**config.mk**
```make
export PLATFORM = sky130hd
export DESIGN_NAME = cmac_tx_gate
export DESIGN_NICKNAME = d
export VERILOG_FILES = /design/src/rtl/cmac_tx_gate.sv
export SDC_FILE = /design/constraint.sdc
export NUM_CORES = 1
export LEC_CHECK = 0
export CAP_MARGIN = 15
export CORE_AREA = 2 2 475 477
export DETAILED_ROUTE_END_ITERATION = 8
export DIE_AREA = 0 0 477 479
export DONT_BUFFER_PORTS = 1
export PLACE_DENSITY = 0.3
export SLEW_MARGIN = 30
export SYNTH_ARGS = -nofsm -noshare
export SYNTH_HDL_FRONTEND = slang
export SYNTH_SLANG_ARGS = --single-unit
```
**constraint.sdc**
```tcl
create_clock -name tx_clk -period 6.1 [get_ports tx_clk]
set_input_delay 1.22 -clock tx_clk [delete_from_list [all_inputs] [get_ports tx_clk]]
set_output_delay 1.22 -clock tx_clk [all_outputs]
set_load 0.005 [all_outputs]
```
**src/rtl/cmac_tx_gate.sv**
```systemverilog
// Gates the user TX AXI-Stream onto the CMAC tx_axis port, admitting traffic only while
// PCS alignment is stable and terminating in-flight frames with a bad-frame beat on loss.
module cmac_tx_gate #(
    parameter int DATA_WBITS    = 512,
    parameter int SYNC_STAGES   = 4,
    parameter int STABLE_CYCLES = 1024,
    parameter int ABORT_TIMEOUT = 64
) (
    input  logic                    tx_clk,
    input  logic                    sys_resetn_in,
    input  logic                    stat_rx_aligned,
    output logic                    ctl_tx_enable,
    output logic                    ctl_tx_send_rfi,
    output logic                    link_up,
    input  logic [DATA_WBITS-1:0]   s_axis_tdata,
    input  logic [DATA_WBITS/8-1:0] s_axis_tkeep,
    input  logic                    s_axis_tlast,
    input  logic                    s_axis_tvalid,
    output logic                    s_axis_tready,
    output logic [DATA_WBITS-1:0]   m_axis_tdata,
    output logic [DATA_WBITS/8-1:0] m_axis_tkeep,
    output logic                    m_axis_tlast,
    output logic                    m_axis_tuser,
    output logic                    m_axis_tvalid,
    input  logic                    m_axis_tready,
    output logic [31:0]             dropped_packets,
    output logic [15:0]             aborted_packets
);

    localparam int SW = $clog2(STABLE_CYCLES + 1);
    localparam int TW = $clog2(ABORT_TIMEOUT + 1);
    localparam logic [SW-1:0] STABLE_LAST = SW'(STABLE_CYCLES - 1);
    localparam logic [TW-1:0] TMO_LOAD    = TW'(ABORT_TIMEOUT);

    typedef enum logic [2:0] {
        ST_DOWN,
        ST_SETTLE,
        ST_PASS,
        ST_ABORT,
        ST_DISCARD
    } state_e;

    logic [1:0]             rst_sync_q;
    logic                   rst_n;
    logic [SYNC_STAGES-1:0] align_sync_q;
    logic                   sync_aligned;
    state_e                 state_q;
    logic                   in_pkt_q;
    logic [SW-1:0]          stable_cnt_q;
    logic [TW-1:0]          tmo_q;
    logic [31:0]            dropped_q;
    logic [15:0]            aborted_q;
    logic                   stable_done;
    logic                   abort_done;
    logic                   s_ready;
    logic                   m_valid;
    logic                   s_fire;
    logic                   is_abort;

    // NOTE: reset asserts asynchronously but releases on a clock edge, so no flop sees
    // a deassertion close to its active edge.
    always_ff @(posedge tx_clk or negedge sys_resetn_in) begin
        if (!sys_resetn_in) rst_sync_q <= '0;
        else                rst_sync_q <= {rst_sync_q[0], 1'b1};
    end
    assign rst_n = rst_sync_q[1];

    always_ff @(posedge tx_clk or negedge rst_n) begin
        if (!rst_n) align_sync_q <= '0;
        else        align_sync_q <= {align_sync_q[SYNC_STAGES-2:0], stat_rx_aligned};
    end
    assign sync_aligned = align_sync_q[SYNC_STAGES-1];

    assign stable_done = (stable_cnt_q == STABLE_LAST);
    assign abort_done  = (state_q == ST_ABORT) && (m_axis_tready || tmo_q == TW'(1));
    assign is_abort    = (state_q == ST_ABORT);

    // Handshake steering; in PASS this is a zero-latency combinational path.
    always_comb begin
        s_ready = 1'b0;
        m_valid = 1'b0;
        case (state_q)
            ST_DOWN:    s_ready = 1'b1;
            ST_SETTLE:  s_ready = stable_done ? in_pkt_q : 1'b1;
            ST_PASS: begin
                if (sync_aligned) begin
                    s_ready = m_axis_tready;
                    m_valid = s_axis_tvalid;
                end
            end
            ST_ABORT:   m_valid = 1'b1;
            ST_DISCARD: s_ready = 1'b1;
            default: ;
        endcase
    end

    assign s_axis_tready = s_ready & sys_resetn_in & rst_n;
    assign m_axis_tvalid = m_valid & sys_resetn_in & rst_n;
    assign s_fire        = s_axis_tvalid & s_axis_tready;

    assign m_axis_tdata = is_abort ? '0   : s_axis_tdata;
    assign m_axis_tkeep = is_abort ? '1   : s_axis_tkeep;
    assign m_axis_tlast = is_abort ? 1'b1 : s_axis_tlast;
    assign m_axis_tuser = is_abort;

    always_ff @(posedge tx_clk or negedge rst_n) begin
        if (!rst_n) in_pkt_q <= 1'b0;
        else if (s_fire) in_pkt_q <= ~s_axis_tlast;
    end

    always_ff @(posedge tx_clk or negedge rst_n) begin
        if (!rst_n) begin
            state_q      <= ST_DOWN;
            stable_cnt_q <= '0;
            tmo_q        <= '0;
        end else begin
            case (state_q)
                ST_DOWN: begin
                    if (sync_aligned) begin
                        state_q      <= ST_SETTLE;
                        stable_cnt_q <= '0;
                    end
                end
                ST_SETTLE: begin
                    if (!sync_aligned)    state_q      <= ST_DOWN;
                    else if (!stable_done) stable_cnt_q <= stable_cnt_q + 1'b1;
                    else if (!in_pkt_q)   state_q      <= ST_PASS;
                end
                ST_PASS: begin
                    if (!sync_aligned) begin
                        state_q <= in_pkt_q ? ST_ABORT : ST_DOWN;
                        tmo_q   <= TMO_LOAD;
                    end
                end
                ST_ABORT: begin
                    if (abort_done) state_q <= ST_DISCARD;
                    else            tmo_q   <= tmo_q - 1'b1;
                end
                ST_DISCARD: begin
                    // Realignment is ignored here; only the source tlast ends the discard.
                    if (s_fire && s_axis_tlast) state_q <= ST_DOWN;
                end
                default: state_q <= ST_DOWN;
            endcase
        end
    end

    always_ff @(posedge tx_clk or negedge rst_n) begin
        if (!rst_n) begin
            dropped_q <= '0;
            aborted_q <= '0;
        end else begin
            if (s_fire && s_axis_tlast && dropped_q != '1 &&
                (state_q == ST_DOWN || (state_q == ST_SETTLE && !stable_done)))
                dropped_q <= dropped_q + 32'd1;
            if (abort_done && aborted_q != '1)
                aborted_q <= aborted_q + 16'd1;
        end
    end

    assign dropped_packets = dropped_q;
    assign aborted_packets = aborted_q;

    assign ctl_tx_enable   = (state_q == ST_PASS) || (state_q == ST_ABORT);
    assign ctl_tx_send_rfi = (state_q == ST_DOWN) || (state_q == ST_SETTLE);
    assign link_up         = (state_q == ST_PASS);

endmodule

```
==> impl_metrics.prom, run 1 <==
# TYPE chip_impl_metric gauge
chip_impl_metric{name="post_synth.cell_area_avg",unit="um^2"} 7.68
chip_impl_metric{name="design.final.nets",unit=""} 1537
chip_impl_info{name="synth_top_flop_cell",value="dfrtp_1"} 1
chip_impl_metric{name="synth.top_cell.area_share",unit="%"} 41.6
chip_impl_metric{name="first_global_vias",unit=""} 7816
chip_impl_metric{name="globalRoute.totalOverflow",unit=""} 0
chip_impl_metric{name="share_comb_of_total_power",unit="%"} 25.3
chip_impl_metric{name="remaining_number_of_nets_flagged_by_the_antenna_check_after_routing",unit=""} 2
chip_impl_metric{name="core_region_area",unit="um^2"} 224000
chip_impl_metric{name="floorplan.initialDensity",unit="%"} 3.46
chip_impl_info{name="clockRootBuffer",value="clkbuf_16"} 1
chip_impl_metric{name="peakVddDrop",unit="uV"} 123
chip_impl_metric{name="insertion_delay",unit="ns"} 0.37
chip_impl_metric{name="synth.ff_latch_count",unit=""} 76
chip_impl_info{name="tritoncts",value="done"} 1
chip_impl_metric{name="syn_nets",unit=""} 1595
chip_impl_metric{name="clk_transition_reported_paths",unit="ns"} 0.07
chip_impl_metric{name="power.share.sequential",unit="%"} 37.2
chip_impl_metric{name="port_buffer_cells",unit=""} 0
chip_impl_metric{name="wirelength",unit="um"} 180000
chip_impl_metric{name="worst_clock_skew",unit="ns"} 0.0192
chip_impl_metric{name="total_routing_usage_gr",unit="%"} 15.0
chip_impl_metric{name="clock.fmax",unit="GHz"} 0.241
chip_impl_metric{name="total_of_cells_resized_after_clock_tree_synthesis",unit=""} 0
chip_impl_metric{name="pre_cts_slack",unit="ns"} 2.28
chip_impl_metric{name="intPower",unit="mW"} 0.927
chip_impl_metric{name="row_count",unit=""} 174
chip_impl_metric{name="die_width",unit="um"} 477
chip_impl_metric{name="final_cell_area",unit="um^2"} 12100
chip_impl_metric{name="finalHoldViolCount",unit=""} 0
chip_impl_metric{name="detail_route.vias_per_cell",unit=""} 2.40
chip_impl_info{name="layout.cells.most_common",value="and2_1"} 1
chip_impl_metric{name="async_reset_ff_share",unit="%"} 100
chip_impl_metric{name="iteration_0_drc_markers",unit=""} 609
chip_impl_metric{name="total_switching_power",unit="mW"} 0.578
chip_impl_metric{name="min_period_over_period",unit="%"} 68.1
chip_impl_metric{name="finalSetupTns",unit="ns"} 0
chip_impl_metric{name="fin_worst_hold_slack",unit="ns"} 0.285
chip_impl_metric{name="post_layout_nonfiller_instances",unit=""} 4168
chip_impl_info{name="element_type_at_the_critical_path_start",value="flop"} 1
chip_impl_metric{name="cts_hold_buf",unit=""} 0
chip_impl_metric{name="drv.max_cap_violation_count",unit=""} 0
chip_impl_metric{name="placed_cell_area",unit="um^2"} 11300
chip_impl_metric{name="dpl.cell_count",unit=""} 3931
chip_impl_metric{name="die_height",unit="um"} 479
chip_impl_metric{name="vias",unit=""} 9987
chip_impl_metric{name="clock_power_share",unit="%"} 37.4
chip_impl_metric{name="areaGrowthSynthToFinish",unit="%"} 56.4
chip_impl_info{name="rsz0062_at_grt",value="no"} 1
chip_impl_metric{name="cp_max_fanout",unit=""} 186
chip_impl_metric{name="h-tree-depth",unit=""} 3
chip_impl_metric{name="final_critical_path_setup_slack",unit="ns"} 1.95
chip_impl_metric{name="die-area",unit="um^2"} 228000
chip_impl_info{name="failed_checks",value="antenna rules, DRC"} 1
chip_impl_metric{name="synth_cell_type_count",unit=""} 57
chip_impl_metric{name="drive_above_1_share",unit="%"} 4.61
chip_impl_metric{name="io_pins",unit=""} 1213
chip_impl_metric{name="transition_at_the_pin_with_the_smallest_max_transition_slack",unit="ns"} 0.931
chip_impl_metric{name="total_power",unit="mW"} 1.50
chip_impl_metric{name="slew_headroom",unit="%"} 37.5
chip_impl_metric{name="yosysSeqAreaShare",unit="%"} 24.6
chip_impl_metric{name="setup-violations-final",unit=""} 0
chip_impl_metric{name="period_minus_slack",unit="ns"} 4.15
chip_impl_metric{name="final_max_slew_viol_count",unit=""} 0
chip_impl_metric{name="synth.cell_area",unit="um^2"} 7740
chip_impl_metric{name="drc_errors",unit=""} 1
chip_impl_metric{name="place_congestion",unit=""} 1.31
chip_impl_metric{name="total_leakage_power",unit="nW"} 3.25
chip_impl_info{name="worstHoldPathType",value="flop to async pin"} 1
chip_impl_info{name="cp-end-kind",value="output port"} 1
chip_impl_info{name="synth_area_leader_cell",value="and2_1"} 1
chip_impl_info{name="final_cell_mix",value="and2_1 (515), dfrtp_1 (75), nand2b_1 (68), xnor2_1 (36), nand4_1 (30)"} 1
chip_impl_metric{name="ys_warn_count",unit=""} 0
chip_impl_metric{name="cts-buffers-inserted",unit=""} 9
chip_impl_metric{name="final_util",unit="%"} 5.41
chip_impl_metric{name="synth_cells",unit=""} 1008
chip_impl_metric{name="sw_share",unit="%"} 38.4
chip_impl_metric{name="timing.critical_path.arrival",unit="ns"} 2.93
chip_impl_metric{name="grt_pass1_wl",unit="um"} 198000
chip_impl_metric{name="dp_hpwl",unit="um"} 170000
chip_impl_metric{name="avgRoutedWirePerCell",unit="um"} 43.2
chip_impl_metric{name="worstPathRequired",unit="ns"} 4.88
chip_impl_metric{name="pin_count_of_the_biggest_net_entering_global_routing",unit=""} 187
chip_impl_metric{name="drt_pre_antenna_iters",unit=""} 5
chip_impl_info{name="timing.setup.critical_path_class",value="flop to output port"} 1
chip_impl_metric{name="synth_edf_count",unit=""} 0
chip_impl_info{name="synth.top_cells.by_area",value="and2_1 (42%), dfrtp_1 (25%), nand2b_1 (5.5%)"} 1
chip_impl_metric{name="antenna_found_initial",unit=""} 441
chip_impl_metric{name="cts_post_setup_buffers_inserted",unit=""} 0
chip_impl_metric{name="cts_buffer_depth",unit=""} 2
chip_impl_metric{name="cts_num_sinks",unit=""} 76
chip_impl_metric{name="p_per_area",unit="nW/um^2"} 124
chip_impl_info{name="outcome",value="complete, but fails checks"} 1
-- registers in the layout (all words and copies together) (netlist names) --
register / flops
aborted_packets: 16
align_sync_q: 4
dropped_packets: 32
in_pkt_q: 1
rst_sync_q: 2
stable_cnt_q: 11
state_q: 3
tmo_q: 7
-- routing by layer --
metal / vias up / track usage (%) / part of all wire, %
li1: 3371 / - / -
met1: 4179 / 13.0 / 30
met2: 1561 / 27.6 / 50
met3: 710 / 11.6 / 16
met4: 166 / 2.21 / 2.9
met5: - / 0 / 0.64
-- kinds of logic (layout without fill, tap and decap cells) --
| kind of cell | count (synthesis) | in the layout | share of synthesized area [%] |
|---|---|---|---|
| compound gates | 44 | 44 | 4.08 |
| xor+xnor | 51 | 51 | 5.77 |
| fa+ha+maj | 5 | 5 | 0.809 |
| buf+inv | 86 | 33 | 4.64 |
| flops | 76 | 76 | 24.6 |
| mux | 2 | 2 | 0.291 |
| other cells | 1 | 222 | 0.0485 |
| simple gates | 743 | 743 | 59.8 |
-- worst paths after layout --
check,startpoint,end,slack (ns),cells past startpoint
worst max register to register,state_q[2],aborted_packets[1],3.40,5
worst max-delay path,state_q[2],m_axis_tdata[356],1.95,5
worst min register to register,rst_sync_q[1],in_pkt_q,0.28,0
worst min-delay path,rst_sync_q[1],in_pkt_q,0.28,0
min in group tx_clk,align_sync_q[1],align_sync_q[2],0.35,0
max in group asynchronous,rst_sync_q[1],dropped_packets[5],4.79,1
-- power groups by stage --
stage | Sequential [mW] | Clock (mW) | Combinational [mW]
2_1_floorplan | 0.561 | 0 | 0.210
3_3_place_gp | 0.571 | 0 | 0.414
3_5_place_dp | 0.572 | 0 | 0.410
4_1_cts | 0.562 | 0.595 | 0.413
5_1_grt | 0.567 | 0.612 | 0.412
6_report | 0.560 | 0.563 | 0.381
-- Yosys cell counts, types with 4 or more instances --
library cell,number
and2_1,515
dfrtp_1,76
nand2b_1,68
clkbuf_1,61
xnor2_1,36
nand4_1,30
nand2_1,23
nand3_1,22
nor2_1,22
o21ai_0,16
xor2_1,15
nor3_1,13
inv_1,12
and3_1,9
nor4_1,7
buf_4,6
a21oi_1,5
buf_2,5
ha_1,5
a31oi_1,4
and4_1,4
or3_1,4
-- cell type report --
cell class                      count  area, um^2
Fill cell                       26500      211000
Multi-Input combinational cell    846        5490
Tap cell                         2992        3740
Sequential cell                    76        1910
Antenna cell                      221         553
Clock buffer                        9         225
Timing Repair Buffer                4        67.6
Clock inverter                      7        65.1
Inverter                           13        48.8
-- worst max-delay path, stage by stage, from the launching register on --
cell,delay [ns]
dfrtp_1,0.43
nand2b_1,0.33
inv_2,0.21
nand2_8,0.55
buf_12,0.46
and2_1,0.29
(Power assumes the default switching activity.)
==> run 2: changes to the inputs <==
Clock period 6.1 ns to 4 ns, I/O delays scaled along.
==> run 2 against run 1 <==
Net effect:
- the flow now finishes without violations
- sequential share of layout area is 0.32 points lower
- via count increased by 1.4%
- clock skew decreased by 0.0027 ns
- non-clock buffer count increased by 26
- combinational power is 74% higher
- clock power is 57% higher
- global-route usage is essentially flat
- setup slack got worse by 1.5 ns
- count of clock-buffer cells in the layout is the same
- wire length up 0.20%
- critical path type unchanged
- highest routed layer unchanged
==> impl_metrics.prom, run 2 (same netlist as run 1, synthesis figures left out) <==
# TYPE chip_impl_metric gauge
chip_impl_metric{name="largest_reg_flops",unit=""} 32
chip_impl_metric{name="sw_share",unit="%"} 38.1
chip_impl_metric{name="timing.critical_path.arrival",unit="ns"} 2.79
chip_impl_metric{name="placed_cell_area",unit="um^2"} 11500
chip_impl_info{name="element_type_at_the_critical_path_start",value="flop"} 1
chip_impl_info{name="rsz0062_at_grt",value="no"} 1
chip_impl_metric{name="iteration_0_drc_markers",unit=""} 630
chip_impl_metric{name="first_global_vias",unit=""} 7960
chip_impl_metric{name="period_minus_slack",unit="ns"} 3.59
chip_impl_metric{name="die-area",unit="um^2"} 228000
chip_impl_metric{name="clock.fmax",unit="GHz"} 0.279
chip_impl_info{name="outcome",value="completed"} 1
chip_impl_info{name="layout.cells.most_common",value="and2_1"} 1
chip_impl_metric{name="final_cell_area",unit="um^2"} 12400
chip_impl_info{name="timing.setup.critical_path_class",value="flop to output port"} 1
chip_impl_metric{name="finalSetupTns",unit="ns"} 0
chip_impl_metric{name="worstPathRequired",unit="ns"} 3.20
chip_impl_metric{name="vias",unit=""} 10100
chip_impl_metric{name="total_leakage_power",unit="nW"} 3.40
chip_impl_metric{name="slew_headroom",unit="%"} 42.1
chip_impl_metric{name="drt_pre_antenna_iters",unit=""} 5
chip_impl_metric{name="core_region_area",unit="um^2"} 224000
chip_impl_metric{name="remaining_number_of_nets_flagged_by_the_antenna_check_after_routing",unit=""} 0
chip_impl_metric{name="die_width",unit="um"} 477
chip_impl_metric{name="floorplan.initialDensity",unit="%"} 3.46
chip_impl_metric{name="drv.max_cap_violation_count",unit=""} 0
chip_impl_metric{name="die_height",unit="um"} 479
chip_impl_metric{name="final_max_slew_viol_count",unit=""} 0
chip_impl_metric{name="cp_max_fanout",unit=""} 93
chip_impl_metric{name="clk_transition_reported_paths",unit="ns"} 0.07
chip_impl_metric{name="intPower",unit="mW"} 1.48
chip_impl_metric{name="row_count",unit=""} 174
chip_impl_metric{name="total_power",unit="mW"} 2.39
chip_impl_metric{name="total_routing_usage_gr",unit="%"} 15.1
chip_impl_metric{name="wirelength",unit="um"} 180000
chip_impl_metric{name="p_per_area",unit="nW/um^2"} 194
chip_impl_metric{name="setup-violations-final",unit=""} 0
chip_impl_metric{name="antenna_found_initial",unit=""} 438
chip_impl_metric{name="min_period_over_period",unit="%"} 89.7
chip_impl_metric{name="share_comb_of_total_power",unit="%"} 27.7
chip_impl_metric{name="pin_count_of_the_biggest_net_entering_global_routing",unit=""} 128
chip_impl_metric{name="design.final.nets",unit=""} 1563
chip_impl_metric{name="drive_above_1_share",unit="%"} 7.14
chip_impl_info{name="cp-end-kind",value="output port"} 1
chip_impl_metric{name="final_util",unit="%"} 5.52
chip_impl_metric{name="finalHoldViolCount",unit=""} 0
chip_impl_metric{name="cts-buffers-inserted",unit=""} 9
chip_impl_metric{name="final_critical_path_setup_slack",unit="ns"} 0.412
chip_impl_metric{name="total_switching_power",unit="mW"} 0.911
chip_impl_metric{name="transition_at_the_pin_with_the_smallest_max_transition_slack",unit="ns"} 0.861
chip_impl_metric{name="dpl.cell_count",unit=""} 3956
chip_impl_metric{name="fin_worst_hold_slack",unit="ns"} 0.117
chip_impl_metric{name="peakVddDrop",unit="uV"} 171
chip_impl_metric{name="globalRoute.totalOverflow",unit=""} 0
chip_impl_metric{name="avgRoutedWirePerCell",unit="um"} 43.0
chip_impl_metric{name="insertion_delay",unit="ns"} 0.37
chip_impl_metric{name="dp_hpwl",unit="um"} 171000
chip_impl_metric{name="power.share.sequential",unit="%"} 35.4
chip_impl_metric{name="detail_route.vias_per_cell",unit=""} 2.41
chip_impl_metric{name="fill_cells",unit=""} 26500
chip_impl_metric{name="cts_post_setup_buffers_inserted",unit=""} 0
chip_impl_metric{name="worst_clock_skew",unit="ns"} 0.0165
chip_impl_metric{name="place_congestion",unit=""} 1.31
chip_impl_info{name="tritoncts",value="done"} 1
chip_impl_metric{name="areaGrowthSynthToFinish",unit="%"} 59.6
chip_impl_metric{name="total_of_cells_resized_after_clock_tree_synthesis",unit=""} 0
chip_impl_info{name="worstHoldPathType",value="primary input to async pin"} 1
chip_impl_metric{name="cts_hold_buf",unit=""} 0
chip_impl_info{name="clockRootBuffer",value="clkbuf_16"} 1
chip_impl_metric{name="cts_buffer_depth",unit=""} 2
chip_impl_metric{name="drc_errors",unit=""} 0
chip_impl_metric{name="post_layout_nonfiller_instances",unit=""} 4197
chip_impl_metric{name="h-tree-depth",unit=""} 3
chip_impl_metric{name="cts_num_sinks",unit=""} 76
chip_impl_metric{name="clock_power_share",unit="%"} 36.9
chip_impl_info{name="final_cell_mix",value="and2_1 (515), dfrtp_1 (75), nand2b_1 (68), xnor2_1 (36), nand4_1 (30)"} 1
chip_impl_metric{name="pre_cts_slack",unit="ns"} 0.651
chip_impl_metric{name="grt_pass1_wl",unit="um"} 199000
chip_impl_metric{name="io_pins",unit=""} 1213
chip_impl_metric{name="port_buffer_cells",unit=""} 0
==> run 2: changes by cell type in the layout (fill, tap and decap cells not counted), sizes merged <==
| cell | change |
|---|---|
| clkinv | +3 |
| buf | +26 |
| diode | +3 |
| clkinvlp | -1 |
| bufinv | +1 |
| inv | -3 |
==> run 2: power groups by stage <==
stage	combinational, mW	clock, mW	sequential, mW
2_1_floorplan	0.321	0	0.855
3_3_place_gp	0.712	0	0.863
3_5_place_dp	0.710	0	0.863
4_1_cts	0.715	0.936	0.848
5_1_grt	0.709	0.961	0.854
6_report	0.662	0.883	0.847
==> run 2: worst max-delay path, stage by stage (launching register included) <==
cell and delay [ns]:
dfrtp_1 0.41, nand2b_1 0.30, inv_2 0.19, nand2_8 0.25, buf_16 0.34, buf_12 0.30, buf_12 0.28, and2_1 0.20
==> run 2: cell type report <==
class                      instances  area (um^2)  area share, %
tap                             2992         3740           30.3
antenna                          224          561           4.54
clock buffer                       9          225           1.82
timing repair buffer              30          295           2.39
inverter                          13         48.8          0.395
sequential                        76         1910           15.4
multi-input combinational        846         5490           44.4
clock inverter                     7         82.6          0.669
==> run 2: worst paths after layout <==
check                      slack, ns            start            endpoint  cells past startpoint
setup / recovery                0.41       state_q[2]   m_axis_tdata[449]                      7
hold / removal                  0.12    sys_resetn_in       rst_sync_q[1]                      0
setup reg to reg                1.44       state_q[2]  aborted_packets[1]                      6
hold reg to reg                 0.35  align_sync_q[2]     align_sync_q[3]                      0
max in group asynchronous       2.63    rst_sync_q[1]  aborted_packets[1]                      2
min in group tx_clk             0.35  align_sync_q[2]     align_sync_q[3]                      0
==> run 2: metal layers <==
layer	vias up	GRT usage [%]	share of wire, %
li1	3420	-	-
met1	4322	14.4	33
met2	1571	27.7	50
met3	684	9.48	13
met4	130	2.14	3.2
met5	-	0	0.63
